$ cat config.mk
export PLATFORM = sky130hd
export DESIGN_NAME = imm_gen_pipe
export DESIGN_NICKNAME = d
export VERILOG_FILES = /design/src/rtl/imm_gen_pkg.sv /design/src/rtl/imm_gen_pipe_extract.sv /design/src/rtl/imm_gen_pipe.sv
export SDC_FILE = /design/constraint.sdc
export NUM_CORES = 1
export LEC_CHECK = 0
export CAP_MARGIN = 10
export CORE_MARGIN = 3
export CORE_UTILIZATION = 50
export CTS_CLUSTER_SIZE = 25
export DETAILED_ROUTE_END_ITERATION = 16
export GPL_TIMING_DRIVEN = 0
export MAX_ROUTING_LAYER = met4
export PLACE_DENSITY = 0.76
export SLEW_MARGIN = 10
export SYNTH_ARGS = -nofsm -noshare
export SYNTH_HDL_FRONTEND = slang
export SYNTH_SLANG_ARGS = --single-unit
$ cat constraint.sdc
create_clock -name clk -period 5.5 [get_ports clk]
set_clock_uncertainty 0.15 [all_clocks]
set_input_delay 1.1 -clock clk [delete_from_list [all_inputs] [get_ports clk]]
set_output_delay 1.1 -clock clk [all_outputs]
set_load 0.01 [all_outputs]
$ cat src/rtl/imm_gen_pkg.sv
// imm_gen_pkg: shared constants and types for the immediate-generator pipe.
//   - RV32I/RV64I major opcodes (OPC_*)
//   - imm_fmt_t, the 3-bit format code driven on out_fmt
//   - skid_state_t, occupancy of the output register + skid entry
package imm_gen_pkg;

    localparam logic [6:0] OPC_LOAD    = 7'h03;
    localparam logic [6:0] OPC_OPIMM   = 7'h13;
    localparam logic [6:0] OPC_AUIPC   = 7'h17;
    localparam logic [6:0] OPC_OPIMM32 = 7'h1B;
    localparam logic [6:0] OPC_STORE   = 7'h23;
    localparam logic [6:0] OPC_OP      = 7'h33;
    localparam logic [6:0] OPC_LUI     = 7'h37;
    localparam logic [6:0] OPC_OP32    = 7'h3B;
    localparam logic [6:0] OPC_BRANCH  = 7'h63;
    localparam logic [6:0] OPC_JALR    = 7'h67;
    localparam logic [6:0] OPC_JAL     = 7'h6F;
    localparam logic [6:0] OPC_SYSTEM  = 7'h73;

    typedef enum logic [2:0] {
        FMT_R      = 3'd0,
        FMT_I      = 3'd1,
        FMT_ISHAMT = 3'd2,
        FMT_S      = 3'd3,
        FMT_B      = 3'd4,
        FMT_U      = 3'd5,
        FMT_J      = 3'd6,
        FMT_CSRZ   = 3'd7
    } imm_fmt_t;

    typedef enum logic [1:0] {
        ST_EMPTY = 2'd0,
        ST_ONE   = 2'd1,
        ST_TWO   = 2'd2
    } skid_state_t;

endpackage

$ cat src/rtl/imm_gen_pipe_extract.sv
// imm_extract: purely combinational immediate decode.
// Ports:
//   i_inst    [31:0]     instruction word
//   i_pc      [XLEN-1:0] instruction PC
//   o_imm     [XLEN-1:0] extended immediate (0 when illegal)
//   o_fmt     [2:0]      format code (imm_fmt_t)
//   o_target  [XLEN-1:0] pc+imm for B/J/AUIPC, else 0 (0 when illegal)
//   o_illegal            illegal opcode or shamt encoding
module imm_extract
    import imm_gen_pkg::*;
#(
    parameter int XLEN = 32
) (
    input  logic [31:0]     i_inst,
    input  logic [XLEN-1:0] i_pc,
    output logic [XLEN-1:0] o_imm,
    output logic [2:0]      o_fmt,
    output logic [XLEN-1:0] o_target,
    output logic            o_illegal
);

    logic [6:0]      w_opc;
    logic [2:0]      w_f3;
    logic [XLEN-1:0] w_sgn;
    logic [XLEN-1:0] w_imm;
    imm_fmt_t        w_fmt;
    logic            w_ill;
    logic            w_tgt_en;

    assign w_opc = i_inst[6:0];
    assign w_f3  = i_inst[14:12];
    assign w_sgn = {XLEN{i_inst[31]}};

    // Sign-extended forms start from all-sign-bits and overwrite the low
    // field, which works for both XLEN values without zero replications.
    always_comb begin
        w_imm    = '0;
        w_fmt    = FMT_R;
        w_ill    = 1'b0;
        w_tgt_en = 1'b0;
        case (w_opc)
            OPC_LOAD, OPC_JALR: begin
                w_fmt        = FMT_I;
                w_imm        = w_sgn;
                w_imm[11:0]  = i_inst[31:20];
            end
            OPC_OPIMM: begin
                // funct3 001 (sll) / 101 (srl/sra) carry a shamt
                if (w_f3[1:0] == 2'b01) begin
                    w_fmt = FMT_ISHAMT;
                    if (XLEN == 64) begin
                        w_imm[5:0] = i_inst[25:20];
                    end else begin
                        w_imm[4:0] = i_inst[24:20];
                        w_ill      = i_inst[25];
                    end
                end else begin
                    w_fmt       = FMT_I;
                    w_imm       = w_sgn;
                    w_imm[11:0] = i_inst[31:20];
                end
            end
            OPC_OPIMM32: begin
                if (XLEN != 64) begin
                    w_ill = 1'b1;
                end else if (w_f3[1:0] == 2'b01) begin
                    // word shifts: 5-bit shamt regardless of XLEN
                    w_fmt      = FMT_ISHAMT;
                    w_imm[4:0] = i_inst[24:20];
                    w_ill      = i_inst[25];
                end else begin
                    w_fmt       = FMT_I;
                    w_imm       = w_sgn;
                    w_imm[11:0] = i_inst[31:20];
                end
            end
            OPC_AUIPC, OPC_LUI: begin
                w_fmt        = FMT_U;
                w_imm        = w_sgn;
                w_imm[31:0]  = {i_inst[31:12], 12'h000};
                w_tgt_en     = (w_opc == OPC_AUIPC);
            end
            OPC_STORE: begin
                w_fmt       = FMT_S;
                w_imm       = w_sgn;
                w_imm[11:0] = {i_inst[31:25], i_inst[11:7]};
            end
            OPC_BRANCH: begin
                w_fmt       = FMT_B;
                w_imm       = w_sgn;
                w_imm[12:0] = {i_inst[31], i_inst[7], i_inst[30:25], i_inst[11:8], 1'b0};
                w_tgt_en    = 1'b1;
            end
            OPC_JAL: begin
                w_fmt       = FMT_J;
                w_imm       = w_sgn;
                w_imm[20:0] = {i_inst[31], i_inst[19:12], i_inst[20], i_inst[30:21], 1'b0};
                w_tgt_en    = 1'b1;
            end
            OPC_OP: begin
                w_fmt = FMT_R;
            end
            OPC_OP32: begin
                w_ill = (XLEN != 64);
            end
            OPC_SYSTEM: begin
                // only the immediate CSR forms carry a zimm
                if (w_f3[2]) begin
                    w_fmt      = FMT_CSRZ;
                    w_imm[4:0] = i_inst[19:15];
                end
            end
            default: begin
                w_ill = 1'b1;
            end
        endcase
    end

    assign o_imm     = w_ill ? '0 : w_imm;
    assign o_fmt     = w_fmt;
    assign o_illegal = w_ill;
    // wraps modulo 2^XLEN
    assign o_target  = (w_tgt_en && !w_ill) ? (i_pc + w_imm) : '0;

endmodule

$ cat src/rtl/imm_gen_pipe.sv
// imm_gen_pipe: 1-cycle immediate generator with a 2-entry skid buffer.
// Optional macro: IMM_GEN_PERF_EN adds saturating perf counters.
// Ports:
//   clk, rst (sync, active-high), flush (sync kill)
//   in_valid/in_ready/in_inst/in_pc/in_tag   upstream handshake
//   out_valid/out_ready                      downstream handshake
//   out_imm/out_fmt/out_target/out_tag/out_illegal  decoded result
//   perf_accepted/perf_illegal/perf_stall    (IMM_GEN_PERF_EN only)
module imm_gen_pipe
    import imm_gen_pkg::*;
#(
    parameter int XLEN  = 32,
    parameter int TAG_W = 4
) (
    input  logic             clk,
    input  logic             rst,
    input  logic             flush,
    input  logic             in_valid,
    output logic             in_ready,
    input  logic [31:0]      in_inst,
    input  logic [XLEN-1:0]  in_pc,
    input  logic [TAG_W-1:0] in_tag,
    output logic             out_valid,
    input  logic             out_ready,
    output logic [XLEN-1:0]  out_imm,
    output logic [2:0]       out_fmt,
    output logic [XLEN-1:0]  out_target,
    output logic [TAG_W-1:0] out_tag,
    output logic             out_illegal
`ifdef IMM_GEN_PERF_EN
    ,
    output logic [31:0]      perf_accepted,
    output logic [31:0]      perf_illegal,
    output logic [31:0]      perf_stall
`endif
);

    generate
        if (XLEN != 32 && XLEN != 64) begin : g_bad_xlen
            $error("imm_gen_pipe: XLEN must be 32 or 64");
        end
    endgenerate

    typedef struct packed {
        logic [XLEN-1:0]  imm;
        logic [XLEN-1:0]  target;
        logic [2:0]       fmt;
        logic             illegal;
        logic [TAG_W-1:0] tag;
    } ent_t;

    skid_state_t r_state, w_state_nxt;
    ent_t        r_main, r_skid, w_main_nxt, w_skid_nxt, w_new;
    logic        w_in_xfer, w_out_xfer;

    imm_extract #(.XLEN(XLEN)) u_extract (
        .i_inst    (in_inst),
        .i_pc      (in_pc),
        .o_imm     (w_new.imm),
        .o_fmt     (w_new.fmt),
        .o_target  (w_new.target),
        .o_illegal (w_new.illegal)
    );
    assign w_new.tag = in_tag;

    // Depends only on state and the rst/flush inputs, never on out_ready.
    assign in_ready   = (r_state != ST_TWO) && !rst && !flush;
    assign out_valid  = (r_state != ST_EMPTY);
    assign w_in_xfer  = in_valid && in_ready;
    assign w_out_xfer = out_valid && out_ready;

    always_comb begin
        w_state_nxt = r_state;
        w_main_nxt  = r_main;
        w_skid_nxt  = r_skid;
        if (flush) begin
            w_state_nxt = ST_EMPTY;
            w_main_nxt  = '0;
        end else begin
            case (r_state)
                ST_EMPTY: begin
                    if (w_in_xfer) begin
                        w_state_nxt = ST_ONE;
                        w_main_nxt  = w_new;
                    end
                end
                ST_ONE: begin
                    if (w_in_xfer && w_out_xfer) begin
                        w_main_nxt = w_new;
                    end else if (w_in_xfer) begin
                        w_state_nxt = ST_TWO;
                        w_skid_nxt  = w_new;
                    end else if (w_out_xfer) begin
                        w_state_nxt = ST_EMPTY;
                    end
                end
                ST_TWO: begin
                    // in_ready is low here, so only a drain can happen
                    if (w_out_xfer) begin
                        w_state_nxt = ST_ONE;
                        w_main_nxt  = r_skid;
                    end
                end
                default: begin
                    w_state_nxt = ST_EMPTY;
                end
            endcase
        end
    end

    always_ff @(posedge clk) begin
        if (rst) begin
            r_state <= ST_EMPTY;
            r_main  <= '0;
            r_skid  <= '0;
        end else begin
            r_state <= w_state_nxt;
            r_main  <= w_main_nxt;
            r_skid  <= w_skid_nxt;
        end
    end

    assign out_imm     = r_main.imm;
    assign out_fmt     = r_main.fmt;
    assign out_target  = r_main.target;
    assign out_tag     = r_main.tag;
    assign out_illegal = r_main.illegal;

`ifdef IMM_GEN_PERF_EN
    logic [31:0] r_perf_acc, r_perf_ill, r_perf_stall;

    always_ff @(posedge clk) begin
        if (rst) begin
            r_perf_acc   <= '0;
            r_perf_ill   <= '0;
            r_perf_stall <= '0;
        end else begin
            if (w_in_xfer && r_perf_acc != 32'hFFFF_FFFF)
                r_perf_acc <= r_perf_acc + 32'd1;
            if (w_in_xfer && w_new.illegal && r_perf_ill != 32'hFFFF_FFFF)
                r_perf_ill <= r_perf_ill + 32'd1;
            if (out_valid && !out_ready && r_perf_stall != 32'hFFFF_FFFF)
                r_perf_stall <= r_perf_stall + 32'd1;
        end
    end

    assign perf_accepted = r_perf_acc;
    assign perf_illegal  = r_perf_ill;
    assign perf_stall    = r_perf_stall;
`endif

endmodule

After elaboration in Yosys (flattened, before gate mapping) --
Index checks and enable logic that the tools add are counted.
Cells by class: add/subtract/negate cells 1, $mul 0, div/mod/pow operators 0, order comparisons 0, eq/ne operators 19, shift operators 0, multiplexer cells 22, bitwise operators 2, reductions and logical operators 22
Operator list (count):
- $mux 72 | 3
- $pmux 72 s3 | 1
- $pmux 27 s5 | 1
- $mux 32 | 2
- $add 32x32->32 | 1
- $eq 7x7->1 const B | 4
- $mux 27 | 1
- $pmux 5 s5 | 1
- $eq 7x6->1 const B | 3
- $pmux 3 s7 | 1
- $eq 7x5->1 const B | 2
- $mux 2 | 6
- $reduce_and 4->1 | 3
- $ne 2x2->1 const B | 5
- $reduce_or 9->1 | 1
- $reduce_or 2->1 | 4
- $eq 7x2->1 const B | 1
- $logic_and 1x1->1 | 6
- $pmux 2 s3 | 1
- $reduce_or 3->1 | 2
- $mux 5 | 1
- $eq 2x1->1 const B | 2
- $pmux 1 s2 | 2
- $logic_not 1->1 | 3
- 8 further kinds | 9
Storage, ports and cells: bits in registers 146, latch bits 0, memory bits (writable) 0, bits in read-only memories 0, logic and storage cells 77, memories kept 0

Longest topological paths before layout --
Gate-level depths: netlist (run 1).
word-level depth 8, depth in mapped cells 19

Cells and area by module --
Synthesis (run 1) repeated with hierarchy kept, for this count alone.
Second synthesis, totals: cells, all modules 1216, area, all modules 9908.3 µm²
Modules (own cells, without submodules):
- imm_gen_pipe | instances 1, cells an instance 686, area each 6736.5 µm²
- imm_extract | instances 1, cells an instance 530, area each 3171.8 µm²

Least setup slack after synthesis (run 1) --
OpenSTA, ideal clock, no wires.
path kind input-to-reg, from in in_inst[3], to reg r_main (netlist bit out_target[31]), arrival 4.708 ns, slack 0.512 ns, stages 18, path buffers 1, path through and3b_1 > buf_2 > nand2_1 > nor3_1 > a22oi_1 > nand2_1 > ha_1 > a21oi_1 > o21ai_0 > o41ai_1 > a21boi_0 > o211ai_1 > or4_4 > a311oi_4 > or3_1 > a41o_1 > xnor2_1 > o22ai_1
Between the ends: cells in the longest elaborated chain, start to end 8, elaborated cells between the ends (all ways) 26, those cells by class add/sub: 1; eq/ne: 10; mux: 8; reduce/logical: 7
RTL lines:
- from (decl) | RTL line imm_gen_pipe.sv:20 | input logic [31:0] in_inst,
- branches (longest 5 deep; another with $add 32x32->32)
- $mux 32 * | RTL line imm_gen_pipe_extract.sv:123 | assign o_target = (w_tgt_en && !w_ill) ? (i_pc + w_imm) : '0;
- $mux 72, on equally long branches | RTL line imm_gen_pipe.sv:88, imm_gen_pipe.sv:82
- $pmux 72 s3 * | RTL line imm_gen_pipe.sv:80 | case (r_state)
- to (signal assigned) | RTL line imm_gen_pipe.sv:118 | r_main <= w_main_nxt;
- to (decl) | RTL line imm_gen_pipe.sv:53 | ent_t r_main, r_skid, w_main_nxt, w_skid_nxt, w_new;
Mark *: on every way between the ends. The select of a mux whose other input is x is not followed. A chain may end at the register's enable or synchronous reset.

Worst setup path in the final report (run 1) --
from in in_inst[1], to reg r_main (netlist bit out_target[27])
Same word-level chain as after synthesis.

==> results of run 1 <==
[flip-flops by register name, summed over array words and instances (netlist names)]
register	cells
out_imm	32
r_skid	72
out_fmt	3
out_target	32
out_illegal	1
r_state	2
out_tag	4
[cells in the final DEF, fill, tap and decap left out, drive strengths merged, types with 28 or more instances in the layout]
| cell | synthesis | layout |
|---|---|---|
| nor2 | 161 | 161 |
| o211ai | 34 | 34 |
| clkbuf | 72 | 91 |
| clkdlybuf4s50 | 0 | 131 |
| dfxtp | 146 | 146 |
| xnor2 | 33 | 33 |
| a21oi | 135 | 135 |
| o21ai | 52 | 52 |
| inv | 29 | 35 |
| nor3 | 28 | 28 |
| nand2 | 165 | 165 |
| a211oi | 37 | 37 |
[through the flow]
| step | cell area [µm²] | hold WS, ns | power [W] |
|---|---|---|---|
| floorplan | 8690 | 0.266 | 0.00130 |
| global placement | 10300 | 0.280 | 0.00146 |
| detailed placement | 10300 | 0.283 | 0.00146 |
| CTS | 11000 | 0.291 | 0.00252 |
| global route | 11100 | 0.319 | 0.00262 |
| finish | 11100 | 0.291 | 0.00254 |
[power breakdown]
group / internal (W) / switching, W / total [W] / leakage [nW]
sequential: 0.00107 / 0.00000817 / 0.00108 / 1.18
combinational: 0.000152 / 0.000228 / 0.000381 / 2.68
clock: 0.000595 / 0.000486 / 0.00108 / 0.267
[worst min-delay path, stage by stage (launching register included)]
cell,delay (ns)
dfxtp_1,0.31
nand2_1,0.05
nand2_1,0.04
[cell type report]
class / count / area, µm²
Buffer: 90 / 382
Clock inverter: 13 / 98.8
Inverter: 29 / 109
Multi-Input combinational cell: 905 / 5490
Timing Repair Buffer: 143 / 1420
Fill cell: 1524 / 5680
Sequential cell: 146 / 2920
Tap cell: 220 / 275
Clock buffer: 19 / 443
[kinds of logic (layout without fill, tap and decap cells)]
group / Yosys count / in the layout
AOI/OAI and AO/OA: 383 / 383
xor gates and xnor gates: 40 / 40
adders and majority gates: 28 / 28
buffers and inverters: 120 / 294
DFF: 146 / 146
muxes: 3 / 3
and+or+nand+nor: 451 / 451
[layer usage]
layer | global-route usage [%] | share of wire (%)
met4 | 14.6 | 4.4
met1 | 40.7 | 41
met3 | 7.15 | 8.6
met5 | - | 0
met2 | 49.9 | 46
[final timing paths]
| path | startpoint | end | slack (ns) | cells after the start |
|---|---|---|---|---|
| hold / removal | r_skid[37] | r_skid[37] | 0.29 | 2 |
| setup / recovery | in_inst[1] | out_target[27] | 0.16 | 20 |
| setup reg to reg | r_state[1] | out_imm[23] | 2.63 | 9 |
| hold reg to reg | r_skid[37] | r_skid[37] | 0.29 | 2 |
[timing repair]
item,4_1_cts,5_1_grt
pin swaps,5,13
endpoints found under the setup margin,40,34
buffers inserted,4,3
resized for setup,17,30
gates cloned,0,0
hold endpoints to repair,0,0
==> flow_summary.ini, run 1 <==
[logic_synthesis]
synth_cells = 1171
synth_seq_cells = 146
yosysTopAreaCell = dfxtp_1
synth_warnings = 0
synthTopCellsByArea = dfxtp_1 34%, a21oi_1 7.6%, nand2_1 7.1%, nor2_1 6.9%, xnor2_1 3.3%
ys_types = 82
synth_mux_area_share_pct = 0.345
synth_fa_ha_area_share_pct = 3.77
synth_xor_xnor_area_share_pct = 4.03
synthSimpleGateAreaFrac_pct = 23.3
synth-edff-count = 0
synth_top_family_by_area = compound AO/OA/AOI/OAI gates
synth_ff_type = dfxtp_1
netlist_area_um2 = 8690
yosysSeqAreaShare_pct = 33.6
synth_area_per_cell_um2 = 7.42
synth_nets = 1260
synth.cells.most_frequent = 164 x nand2_1, 160 x nor2_1, 146 x dfxtp_1
synth_compound_area_share_pct = 29.3
synth_top_area_share_pct = 33.6
synth_most_common_cell = nand2_1
async_flop_share_pct = 0

[power_and_ir_drop]
peakVddDrop_v = 0.000258
p_leak_nw = 4.12
p_per_area_nw_per_um2 = 228

[routing]
ant_nets = 0
routedWlPerCell_um = 19.5
wirelength_mm = 30.5
vias_per_cell = 6.06
dr_total_vias = 9487
first_pass_iters = 5
first_iter_violations = 910
drc = 0

[clock_network]
cts_buffers = 17
htree_levels = 4
cts_tree = done
clkTransAtPathRegs_ns = 0.06
clock_path_buffers = 2
insertion_delay_ns = 0.43
hold_buffers = 0
clkSinkCount = 146
clock_tree.root_cell = clkbuf_16

[final_layout]
final_cells = 1565
final_nets = 1421
final_util_pct = 66.3
layout-drive-gt1-share_pct = 8.48
diodes = 0
area_growth_pct = 28.2

[die]
die_w_um = 138
die_h_um = 138
boundaryPins = 147
fp-row-count = 47
dieArea_um2 = 19000
core_area_um2 = 16800
initial_core_util_pct = 51.7

[setup_path]
worstPathRequired_ns = 5.67
cp.arrival_ns = 5.51
crit_buf_inv = 3
slowest_delay_ns = 0.50
crit_fanout = 6
crit_family = compound AO/OA/AOI/OAI gates
crit_path_start_kind = primary input
crit_type = primary input to flip-flop
worstSetupEndpointType = flip-flop
slowest_stage = clkdlybuf4s50_1
path_cells = clkdlybuf4s50_1 -> and3b_1 -> buf_4 -> nand2_1 -> nor3_4 -> a22oi_1 -> nand2_1 -> ha_1 -> a21oi_1 -> o21ai_1 -> o41ai_2 -> buf_4 -> a21boi_0 -> o211ai_1 -> or4_4 -> a311oi_4 -> o41ai_4 -> xnor2_1 -> a221oi_2 -> nor2_1

[global_route]
grt_pass1_vias = 8432
grt_usage_pct = 32.3
grt_max_degree = 17
grt_overflow = 0
antenna_found_initial = 0
grt_pass1_wl_mm = 45.9

[sta]
fmax_mhz = 187
maxSlewViolCount = 0
setup_tns_ns = 0
fin_crit_ns = 5.34
max_slew.worst_pin.slew_ns = 1.06
slew_headroom_pct = 29.3
hold_viol_final = 0
setup_viol = 0
fin_crit_sh_pct = 97.2
rsz0062_at_grt = no
setup_slack_ns = 0.155

[placed_design]
placedCellCount = 1527
dp_hpwl_mm = 23.4
pre_cts_slack_ns = -1.18
place.gp.congestion = 0.945
port_buffers = 135

[hold_path]
hold_path_class = flip-flop to flip-flop

[run]
drv_cap = 0

[status]
run_status = finished, final reports clean
(Power assumes the default switching activity.)
==> run 2, diff against run 1 <==
- PLACE_DENSITY: 0.76 -> default
- PLACE_DENSITY_LB_ADDON: default -> 0.12
==> flow_summary.ini, run 2 (synthesis results as in run 1) <==
[setup_path]
worstSetupEndpointType = flip-flop
crit_fanout = 6
crit_type = primary input to flip-flop
r2r_slack_ns = 2.68
reg2regPathDepth = 9
reg2reg_to = out_imm[20]
crit_path_start_kind = primary input
cp.arrival_ns = 5.45
worstPathRequired_ns = 5.63
r2r-start = r_state[1]

[die]
dieArea_um2 = 19000
initial_core_util_pct = 51.7
boundaryPins = 147
core_area_um2 = 16800
die_w_um = 138
die_h_um = 138
fp-row-count = 47

[final_layout]
final_cells = 1564
final_util_pct = 67.1
final_cell_mix = 160 x nand2_1, 159 x nor2_1, 146 x dfxtp_1
stdcell_area_um2 = 11300
final_nets = 1421
nFillCells = 1508
largest_register_ffs = 72
area_growth_pct = 29.7
final_common_cell = nand2_1
layout-drive-gt1-share_pct = 9.15
diodes = 0
regMostFlops = r_skid

[clock_network]
clkTransAtPathRegs_ns = 0.06
insertion_delay_ns = 0.43
clock_path_buffers = 2
clkSinkCount = 146
clock_tree.root_cell = clkbuf_16
htree_levels = 4
cts_buffers = 17
cts_tree = done

[global_route]
grt_pass1_wl_mm = 46.4
grt_max_degree = 17
grt_usage_pct = 32.6
grt_pass1_vias = 8500
grt_overflow = 0
antenna_found_initial = 0

[routing]
vias_per_cell = 6.07
first_iter_violations = 896
routedWlPerCell_um = 19.5
ant_nets = 0
first_pass_iters = 5
wirelength_mm = 30.6
dr_total_vias = 9499
drc = 0

[hold_path]
hold_path_class = flip-flop to flip-flop
worstHoldPathCells = 2
hp-start = r_skid[31]
whs_endpoint = r_skid[31]

[placed_design]
pre_cts_slack_ns = -1.23
placedCellCount = 1527
placed_area_um2 = 10300
place.gp.congestion = 0.959
dp_hpwl_mm = 23.2
port_buffers = 135

[power_and_ir_drop]
p_leak_nw = 4.18
peakVddDrop_v = 0.000222
p_per_area_nw_per_um2 = 241

[sta]
fin_crit_ns = 5.32
max_slew.worst_pin.slew_ns = 0.973
fmax_mhz = 188
slew_headroom_pct = 34.9
setup_viol = 0
setup_slack_ns = 0.177
hold_ws_ns = 0.298
rsz0062_at_grt = yes
maxSlewViolCount = 0
hold_viol_final = 0
fin_crit_sh_pct = 96.8

[run]
drv_cap = 0

[status]
run_status = finished, final reports clean
==> run 2: cell count changes in the layout (fill, tap and decap cells not counted), moves of 2 or more <==
cell       change
xnor2_2        +2
clkinv_2       -4
a22oi_1        -2
a22oi_2        +2
clkinv_4       +2
xnor2_1        -2
clkbuf_1       -3
o21ai_1        -2
bufinv_16      +4
==> run 2: critical path, cell delays in order <==
cell and delay (ns):
clkdlybuf4s50_1 0.50, and3b_1 0.16, buf_2 0.16, nand2_1 0.12, nor3_4 0.27, a221o_2 0.30, ha_2 0.21, inv_1 0.05
fa_1 0.39, nand2b_2 0.24, a21oi_4 0.19, o21ai_0 0.14, a21oi_2 0.22, o221a_2 0.25, o21ai_2 0.10, a21oi_2 0.27
a21boi_0 0.15, xnor2_1 0.19, a221oi_2 0.36, nor3_1 0.08
==> run 2: through the flow <==
step | setup TNS (ns) | total power [W]
6_report | 0 | 0.00272
5_1_grt | -0.00260 | 0.00280
4_1_cts | -0.0506 | 0.00271
3_5_place_dp | -36.88 | 0.00146
3_3_place_gp | -34.17 | 0.00146
2_1_floorplan | 0 | 0.00130
==> run 2: cell type report <==
type	instances	area (µm²)	share of cell area, %
Sequential cell	146	2920	25.9
Multi-Input combinational cell	905	5530	49.0
Clock inverter	13	198	1.75
Buffer	88	372	3.29
Timing Repair Buffer	145	1440	12.7
Clock buffer	18	439	3.89
Tap cell	220	275	2.44
Inverter	29	109	0.965
==> run 2: repair_timing <==
action	in CTS	in global routing
setup endpoints to repair	42	33
pin swaps	3	10
gates resized for setup	15	37
endpoints found under the hold margin	0	0
setup buffers	3	6
hold buffers	0	0
==> run 2: worst max path at each step <==
| stage | startpoint | to | slack (ns) |
|---|---|---|---|
| after floorplan | in_inst[3] | out_target[31] | 0.51 |
| after global placement | in_inst[3] | out_target[27] | -1.18 |
| after detailed placement | in_inst[1] | out_target[27] | -1.23 |
| after CTS | in_inst[4] | out_target[27] | -0.05 |
| after global routing | in_inst[1] | out_target[26] | -0.003 |
| final | in_inst[1] | out_target[26] | 0.18 |
==> run 2: layer usage <==
layer	up-vias	part of all wire, %	global-route usage, %
met5	-	0	-
met4	0	4.3	14.5
met3	84	8.1	4.46
met2	461	46	50.5
met1	4450	42	42.6
li1	4504	-	-
==> run 2: report_power, final <==
group	switching (W)	total, W	internal [W]
Clock	0.000483	0.00126	0.000778
Sequential	0.00000781	0.00108	0.00107
Combinational	0.000230	0.000384	0.000154
